==> config.mk <==
export PLATFORM = sky130hd
export DESIGN_NAME = utim64_irq_ctrl
export DESIGN_NICKNAME = d
export VERILOG_FILES = /design/src/rtl/utim64_irq_ctrl_pkg.sv /design/src/rtl/utim64_irq_sync.sv /design/src/rtl/utim64_irq_ctrl.sv
export SDC_FILE = /design/constraint.sdc
export NUM_CORES = 1
export LEC_CHECK = 0
export CORE_AREA = 2 2 56 42
export CTS_BUF_LIST = sky130_fd_sc_hd__clkbuf_8
export CTS_CLUSTER_DIAMETER = 200
export CTS_CLUSTER_SIZE = 16
export DETAILED_ROUTE_END_ITERATION = 6
export DIE_AREA = 0 0 58 44
export PLACE_DENSITY = 0.76
export SYNTH_ARGS = -nofsm -noshare
export SYNTH_HDL_FRONTEND = slang
export SYNTH_SLANG_ARGS = --single-unit
==> constraint.sdc <==
create_clock -name iCLOCK -period 1.2 [get_ports iCLOCK]
set_input_delay 0.18 -clock iCLOCK [delete_from_list [all_inputs] [get_ports iCLOCK]]
set_output_delay 0.18 -clock iCLOCK [all_outputs]
set_load 0.03 [all_outputs]
==> src/rtl/utim64_irq_ctrl_pkg.sv <==
// Shared definitions for the utim64 interrupt collector: FSM encodings and
// default parameter values.
package utim64_irq_ctrl_pkg;

    typedef enum logic [1:0] {
        L_PARAM_IDLE = 2'h0,
        L_PARAM_REQ  = 2'h1,
        L_PARAM_GAP  = 2'h2
    } state_t;

    localparam int L_DEF_NUM_W       = 2;
    localparam int L_DEF_SYNC_STAGES = 2;

endpackage

==> src/rtl/utim64_irq_sync.sv <==
// One raw IRQ line: multi-flop synchroniser into iCLOCK, a history flop and
// a single-cycle rising-edge output.
module utim64_irq_sync
    import utim64_irq_ctrl_pkg::*;
#(
    parameter int P_SYNC_STAGES = L_DEF_SYNC_STAGES
) (
    input  logic iCLOCK,
    input  logic inRESET,
    input  logic iRAW,
    output logic oEDGE
);

    logic [P_SYNC_STAGES-1:0] r_sync;
    logic                     r_hist;

    // Shift the raw level through the synchroniser and remember the last output
    always_ff @(posedge iCLOCK) begin
        if (!inRESET) begin
            r_sync <= '0;
            r_hist <= 1'b0;
        end else begin
            r_sync <= {r_sync[P_SYNC_STAGES-2:0], iRAW};
            r_hist <= r_sync[P_SYNC_STAGES-1];
        end
    end

    assign oEDGE = r_sync[P_SYNC_STAGES-1] & ~r_hist;

endmodule

==> src/rtl/utim64_irq_ctrl.sv <==
// utim64 interrupt collector: synchronises comparator IRQs, latches edges as
// pending bits, masks, arbitrates and hands one interrupt number to the core.
module utim64_irq_ctrl
    import utim64_irq_ctrl_pkg::*;
#(
    parameter int P_NUM_W       = L_DEF_NUM_W,
    parameter int P_SYNC_STAGES = L_DEF_SYNC_STAGES,
    parameter int P_ROUND_ROBIN = 0,
    localparam int L_IRQ_N      = 2**P_NUM_W
) (
    input  logic               iCLOCK,
    input  logic               inRESET,
    input  logic [L_IRQ_N-1:0] iIRQ_RAW,
    input  logic               iMASK_WRITE,
    input  logic [L_IRQ_N-1:0] iMASK_DATA,
    input  logic               iCLEAR_WRITE,
    input  logic [L_IRQ_N-1:0] iCLEAR_DATA,
    output logic [L_IRQ_N-1:0] oMASK,
    output logic [L_IRQ_N-1:0] oPENDING,
    output logic               oIRQ_VALID,
    output logic [P_NUM_W-1:0] oIRQ_NUM,
    input  logic               iIRQ_ACK
);

    logic [L_IRQ_N-1:0] w_edge;
    logic [L_IRQ_N-1:0] w_pending_nxt;
    logic [L_IRQ_N-1:0] w_req;
    logic               w_ack_hit;

    logic [L_IRQ_N-1:0] r_mask;
    logic [L_IRQ_N-1:0] r_pending;
    state_t             r_state;
    logic               r_valid;
    logic [P_NUM_W-1:0] r_num;
    logic [P_NUM_W-1:0] r_ptr;

    state_t             w_state_nxt;
    logic               w_valid_nxt;
    logic [P_NUM_W-1:0] w_num_nxt;
    logic [P_NUM_W-1:0] w_ptr_nxt;

    // Descending scan so the last hit is the lowest index (fixed) or the
    // nearest index after the pointer (round-robin).
    function automatic logic [P_NUM_W-1:0] f_arbitrate(
        input logic [L_IRQ_N-1:0] req,
        input logic [P_NUM_W-1:0] ptr,
        input logic               rr
    );
        logic [P_NUM_W-1:0] win;
        logic [P_NUM_W-1:0] idx;
        win = '0;
        for (int k = L_IRQ_N; k >= 1; k--) begin
            idx = rr ? (ptr + P_NUM_W'(k)) : P_NUM_W'(k - 1);
            if (req[idx]) begin
                win = idx;
            end else begin
                win = win;
            end
        end
        return win;
    endfunction

    for (genvar g = 0; g < L_IRQ_N; g++) begin : g_sync
        utim64_irq_sync #(
            .P_SYNC_STAGES(P_SYNC_STAGES)
        ) u_sync (
            .iCLOCK (iCLOCK),
            .inRESET(inRESET),
            .iRAW   (iIRQ_RAW[g]),
            .oEDGE  (w_edge[g])
        );
    end

    assign w_ack_hit = (r_state == L_PARAM_REQ) & iIRQ_ACK;
    assign w_req     = r_pending & r_mask;

    // Pending bits: an edge always wins so a coincident ack/clear never loses it
    always_comb begin
        w_pending_nxt = r_pending;
        for (int i = 0; i < L_IRQ_N; i++) begin
            if (w_edge[i]) begin
                w_pending_nxt[i] = 1'b1;
            end else if (w_ack_hit && (r_num == P_NUM_W'(i))) begin
                w_pending_nxt[i] = 1'b0;
            end else if (iCLEAR_WRITE && iCLEAR_DATA[i]) begin
                w_pending_nxt[i] = 1'b0;
            end else begin
                w_pending_nxt[i] = r_pending[i];
            end
        end
    end

    // Mask and pending registers
    always_ff @(posedge iCLOCK) begin
        if (!inRESET) begin
            r_mask    <= '0;
            r_pending <= '0;
        end else begin
            r_pending <= w_pending_nxt;
            if (iMASK_WRITE) begin
                r_mask <= iMASK_DATA;
            end else begin
                r_mask <= r_mask;
            end
        end
    end

    // Request FSM next state; the granted number is frozen until acked
    always_comb begin
        w_state_nxt = r_state;
        w_valid_nxt = r_valid;
        w_num_nxt   = r_num;
        w_ptr_nxt   = r_ptr;
        case (r_state)
            L_PARAM_IDLE: begin
                if (w_req != '0) begin
                    w_num_nxt   = f_arbitrate(w_req, r_ptr, (P_ROUND_ROBIN != 0));
                    w_valid_nxt = 1'b1;
                    w_state_nxt = L_PARAM_REQ;
                end else begin
                    w_valid_nxt = 1'b0;
                end
            end
            L_PARAM_REQ: begin
                if (iIRQ_ACK) begin
                    w_valid_nxt = 1'b0;
                    w_ptr_nxt   = r_num;
                    w_state_nxt = L_PARAM_GAP;
                end else begin
                    w_valid_nxt = 1'b1;
                end
            end
            L_PARAM_GAP: begin
                w_valid_nxt = 1'b0;
                w_state_nxt = L_PARAM_IDLE;
            end
            default: begin
                w_valid_nxt = 1'b0;
                w_state_nxt = L_PARAM_IDLE;
            end
        endcase
    end

    // FSM state and registered request outputs
    always_ff @(posedge iCLOCK) begin
        if (!inRESET) begin
            r_state <= L_PARAM_IDLE;
            r_valid <= 1'b0;
            r_num   <= '0;
            r_ptr   <= '0;
        end else begin
            r_state <= w_state_nxt;
            r_valid <= w_valid_nxt;
            r_num   <= w_num_nxt;
            r_ptr   <= w_ptr_nxt;
        end
    end

    assign oMASK      = r_mask;
    assign oPENDING   = r_pending;
    assign oIRQ_VALID = r_valid;
    assign oIRQ_NUM   = r_num;

endmodule

==> results of run 1 <==
-- cells by family after synthesis --
family                 Yosys count
flip-flops                      25
AO/OA/AOI/OAI                   14
buffers and inverters           10
multiplexers                     4
AND/OR/NAND/NOR                 37
-- Yosys cell counts (2+ instances only) --
master,instances
o31a_1,2
o21ai_0,2
o22ai_1,3
nand3_1,3
clkbuf_1,2
inv_1,7
nor3_1,3
dfxtp_1,25
nor2b_1,2
and2_1,8
nand2_1,11
nor2_1,5
mux2i_1,4
-- per-stage QoR --
stage	total power, mW	utilization	cell area [µm²]	cells	hold slack (ps)
floorplan	0.996	-	877	90	307
global placement	1.10	0.577	1170	142	403
detailed placement	1.10	0.577	1170	142	410
CTS	1.58	0.599	1220	146	422
global route	1.64	0.597	1210	146	443
finish	1.56	0.597	1210	146	421
-- final cells by class --
class / count / area (µm²) / area share
Timing Repair Buffer: 31 / 272 / 0.224
Sequential cell: 25 / 500 / 0.413
Tap cell: 24 / 30.0 / 0.0248
Inverter: 7 / 26.3 / 0.0217
Clock buffer: 3 / 41.3 / 0.0341
Clock inverter: 1 / 5.00 / 0.00413
Multi-Input combinational cell: 55 / 338 / 0.279
-- final timing paths --
path	cells past startpoint	end	from	slack, ps
max	1	oIRQ_VALID	oIRQ_VALID	60
min	1	oPENDING[2]	g_sync[2].u_sync.r_hist	420
max reg2reg	3	oIRQ_VALID	r_state[0]	130
min reg2reg	1	oPENDING[2]	g_sync[2].u_sync.r_hist	420
-- layout by cell type, fill, tap and decap left out, types with 3 or more instances in the layout --
master and instances:
clkbuf_8 3, nor2_1 5, buf_4 13, dfxtp_1 25, clkdlybuf4s50_1 16, nand2_1 11
mux2i_1 4, and2_1 8, o22ai_1 3, inv_1 7, nor3_1 3, nand3_1 3
-- layer usage --
| layer | share of wire | wire (µm) |
|---|---|---|
| met4 | 0.013 | 21 |
| met5 | 0 | 0 |
| met1 | 0.42 | 697 |
| met2 | 0.48 | 788 |
| met3 | 0.086 | 142 |
-- state kept, by name (all words and copies together), names as in the netlist --
name                  flops
g_sync.u_sync.r_sync      8
oMASK                     4
oIRQ_VALID                1
oPENDING                  4
g_sync.u_sync.r_hist      4
oIRQ_NUM                  2
r_state                   2
-- power breakdown --
group          total, mW  switching (mW)  internal [mW]
Clock              0.482           0.250          0.232
Sequential         0.886          0.0220          0.865
Combinational      0.192          0.0888          0.103
==> metrics.csv, run 1 <==
metric,value,unit
outcome,"finished, final reports clean",
drt_iter0_markers,32,
slowest_delay,380,ps
io_buffers,27,
hold_path.class,reg -> reg,
cts_setup_buffers,0,
slew_headroom,0.803,
peakVddDrop,0.840,mV
clock_path_buffers,2,
root_buffer,clkbuf_8,
hpwl,1260,µm
wl_per_cell,11.3,µm
die_area,0.00255,mm²
postCtsHoldBufs,0,
grt_max_degree,15,
start_kind,register,
core,0.00203,mm²
ant_nets,0,
fmax,880,MHz
synthDistinctLibCells,26,
critPathRequiredTime,1020,ps
endpoint_kind,output pin,
netlist_instances,90,
dr.pass1.iters,4,
htreeDepth,1,
initial_core_util,0.432,
setup_violations,0,
via_per_inst,5.05,
place_ws,-29.7,ps
top_usage_layer,met2,
synth_top_family_by_area,simple AND/OR/NAND/NOR gates,
ios,28,
synth-edff-count,0,
crit_family,buffers and inverters,
cp_max_fo,1,
synthTopCellsByArea,"dfxtp_1 (57%), and2_1 (5.7%), nand2_1 (4.7%)",
gr-total-overflow,0,
ys_seq_elements,25,
rsz0062_at_grt,false,
place.gp.congestion,0.797,
fin_crit,1140,ps
path_cells,dlygate4sd2_1,
use_met2,0.248,
slew_violations,0,
hold_viol_final,0,
synth_nets,107,
fill_cells,188,
grt_pass1_vias,631,
ys_seq_area_frac,0.571,
arrival,960,ps
grt_util_met3,0.0716,
synth_top_area_cell,dfxtp_1,
synth_compound_area_frac,0.126,
fin_worst_skew,1.25,ps
muxShareOfSynthArea,0.0456,
die_h,44,µm
syn_area,877,µm²
worst_pin_slew,296,ps
cts.clk_slew.worst_paths,80,ps
ys.flop_type,dfxtp_1,
setup_tns,0,ps
yosysWarnings,0,
async_flop_share,0,
antenna_found_initial,0,
yosys.area.top_type_share,0.571,
setup_slack,63.3,ps
grt_util_all_layers,0.141,
synth-adder-area-share,0,
fin_nets,140,
diodes,0,
vias,737,
routed_wl,1650,µm
fp.dieW,58,µm
synth_xor_area_frac,0,
maxCapViolations,0,
postSynthAreaPerCell,9.75,µm²
powerDensity,1290,mW/mm²
cts_sinks,25,
row_count,14,
clk_latency,260,ps
grt_pass1_wl,2620,µm
area_growth,38.2,%
worst-setup-path-type,reg -> out,
finalCritPeriodShare,0.947,
route.detailed.drc,0,
critPathBufInv,1,
cp_slowest_cell,dlygate4sd2_1,
grtUsageMet1,0.150,
power_leakage,0.539,nW
numCtsBuffers,3,
layout-drive-gt1-share,0.172,
cts_resized,2,
synth-simple-area-share,0.214,
cts_tree,done,
Note: power is estimated with default switching activity, not from simulation.
==> inputs of run 2 (changes only) <==
--- a/config.mk
+++ b/config.mk
@@ -8,7 +8,7 @@
 export CORE_AREA = 2 2 56 42
 export CTS_BUF_LIST = sky130_fd_sc_hd__clkbuf_8
 export CTS_CLUSTER_DIAMETER = 200
-export CTS_CLUSTER_SIZE = 16
+export CTS_CLUSTER_SIZE = 12
 export DETAILED_ROUTE_END_ITERATION = 6
 export DIE_AREA = 0 0 58 44
 export PLACE_DENSITY = 0.76
==> results of run 2 <==
Final layout, timing and power as in run 1 (identical DEF).
==> inputs of run 3 (changes only) <==
--- a/config.mk
+++ b/config.mk
@@ -11,7 +11,7 @@
 export CTS_CLUSTER_SIZE = 12
 export DETAILED_ROUTE_END_ITERATION = 6
 export DIE_AREA = 0 0 58 44
-export PLACE_DENSITY = 0.76
+export PLACE_DENSITY_LB_ADDON = 0.12
 export SYNTH_ARGS = -nofsm -noshare
 export SYNTH_HDL_FRONTEND = slang
 export SYNTH_SLANG_ARGS = --single-unit
==> metrics.csv, run 3 (synthesis results as in run 1) <==
metric,value,unit
max_flop_register,g_sync.u_sync.r_sync,
cp_max_fo,2,
cts_sinks,25,
place_ws,-123,ps
slowest_delay,390,ps
cts_setup_buffers,0,
fmax,856,MHz
power_leakage,0.539,nW
cts_resized,2,
start_kind,register,
ios,28,
route.detailed.drc,0,
wl_per_cell,11.7,µm
rsz0062_at_grt,false,
io_buffers,27,
maxCapViolations,0,
largest_reg_flops,8,
instances_no_fill,146,
top_usage_layer,met2,
outcome,"finished, final reports clean",
grt_util_all_layers,0.149,
fin_nets,140,
crit_start,oMASK[0],
fp.dieW,58,µm
cts_tree,done,
grt_util_met3,0.0537,
path_cells,dlygate4sd2_1,
grt_pass1_vias,636,
vias,693,
worst-setup-path-type,reg -> out,
finish.utilization,0.599,
grt_pass1_wl,2840,µm
die_h,44,µm
crit_family,buffers and inverters,
critPathBufInv,1,
ant_nets,0,
final_common_cell,dfxtp_1,
fin_worst_skew,4.24,ps
hold_viol_final,0,
dpl.cell_count,142,
clock_path_buffers,2,
cts.clk_slew.worst_paths,80,ps
drt_iter0_markers,7,
root_buffer,clkbuf_8,
core,0.00203,mm²
antenna_found_initial,0,
diodes,0,
peakVddDrop,1.21,mV
numCtsBuffers,3,
most-common-layout-cells,"dfxtp_1 (25), clkdlybuf4s50_1 (16), buf_4 (13)",
powerDensity,1280,mW/mm²
reg2reg_from,r_state[0],
hold_path.class,reg -> reg,
setup_slack,31.4,ps
place.gp.congestion,0.699,
r2r-end,oIRQ_NUM[0],
cp.depth,1,
clk_latency,260,ps
die_area,0.00255,mm²
setup_violations,0,
worst_pin_slew,296,ps
critPathRequiredTime,1020,ps
slew_headroom,0.804,
finalCritPeriodShare,0.974,
htreeDepth,1,
dr.pass1.iters,4,
routed_wl,1710,µm
layout-drive-gt1-share,0.164,
hpwl,1280,µm
area_growth,38.8,%
setup.worst_path.end,oMASK[0],
hold_ws,433,ps
setup_tns,0,ps
rrSetupSlack,120,ps
endpoint_kind,output pin,
initial_core_util,0.432,
arrival,990,ps
fin_crit,1170,ps
reg2reg_depth,3,
via_per_inst,4.75,
grt_max_degree,16,
grtUsageMet1,0.210,
slew_violations,0,
row_count,14,
gr-total-overflow,0,
cp_slowest_cell,dlygate4sd2_1,
fill_cells,187,
postCtsHoldBufs,0,
use_met2,0.220,
==> run 3: how the worst min path moves through the flow <==
| stage | to | from | cells after the start | slack, ps |
|---|---|---|---|---|
| final | oPENDING[1] | g_sync[1].u_sync.r_hist | 1 | 430 |
| after global routing | oPENDING[1] | g_sync[1].u_sync.r_hist | 1 | 450 |
| after CTS | oPENDING[1] | g_sync[1].u_sync.r_hist | 1 | 440 |
| after detailed placement | oPENDING[0] | g_sync[0].u_sync.r_hist | 1 | 420 |
| after global placement | oPENDING[2] | g_sync[2].u_sync.r_hist | 1 | 410 |
| after floorplan | g_sync[0].u_sync.r_sync[0] | iIRQ_RAW[0] | 1 | 310 |
==> run 3: power breakdown <==
group	internal, mW	switching (mW)	total, mW
registers	0.865	0.0215	0.886
logic	0.104	0.0886	0.193
clock network	0.232	0.250	0.481
==> run 3: per-stage QoR <==
step                area [µm²]  total power [mW]
floorplan                  877             0.996
global placement          1170              1.10
detailed placement        1170              1.10
CTS                       1220              1.58
global route              1220              1.63
finish                    1220              1.56
==> run 3: layer usage <==
| layer | up-vias | share of wire |
|---|---|---|
| met2 | 21 | 0.40 |
| li1 | 370 | - |
| met4 | 0 | 0.0064 |
| met3 | 2 | 0.074 |
| met5 | - | 0 |
| met1 | 300 | 0.52 |
==> run 3: area by class of cell <==
| class | count | area (µm²) | share of cell area |
|---|---|---|---|
| multi-input combinational | 55 | 338 | 0.277 |
| clock inverter | 1 | 5.00 | 0.00411 |
| inverter | 7 | 26.3 | 0.0216 |
| tap | 24 | 30.0 | 0.0247 |
| sequential | 25 | 500 | 0.411 |
| timing repair buffer | 31 | 277 | 0.227 |
| clock buffer | 3 | 41.3 | 0.0339 |
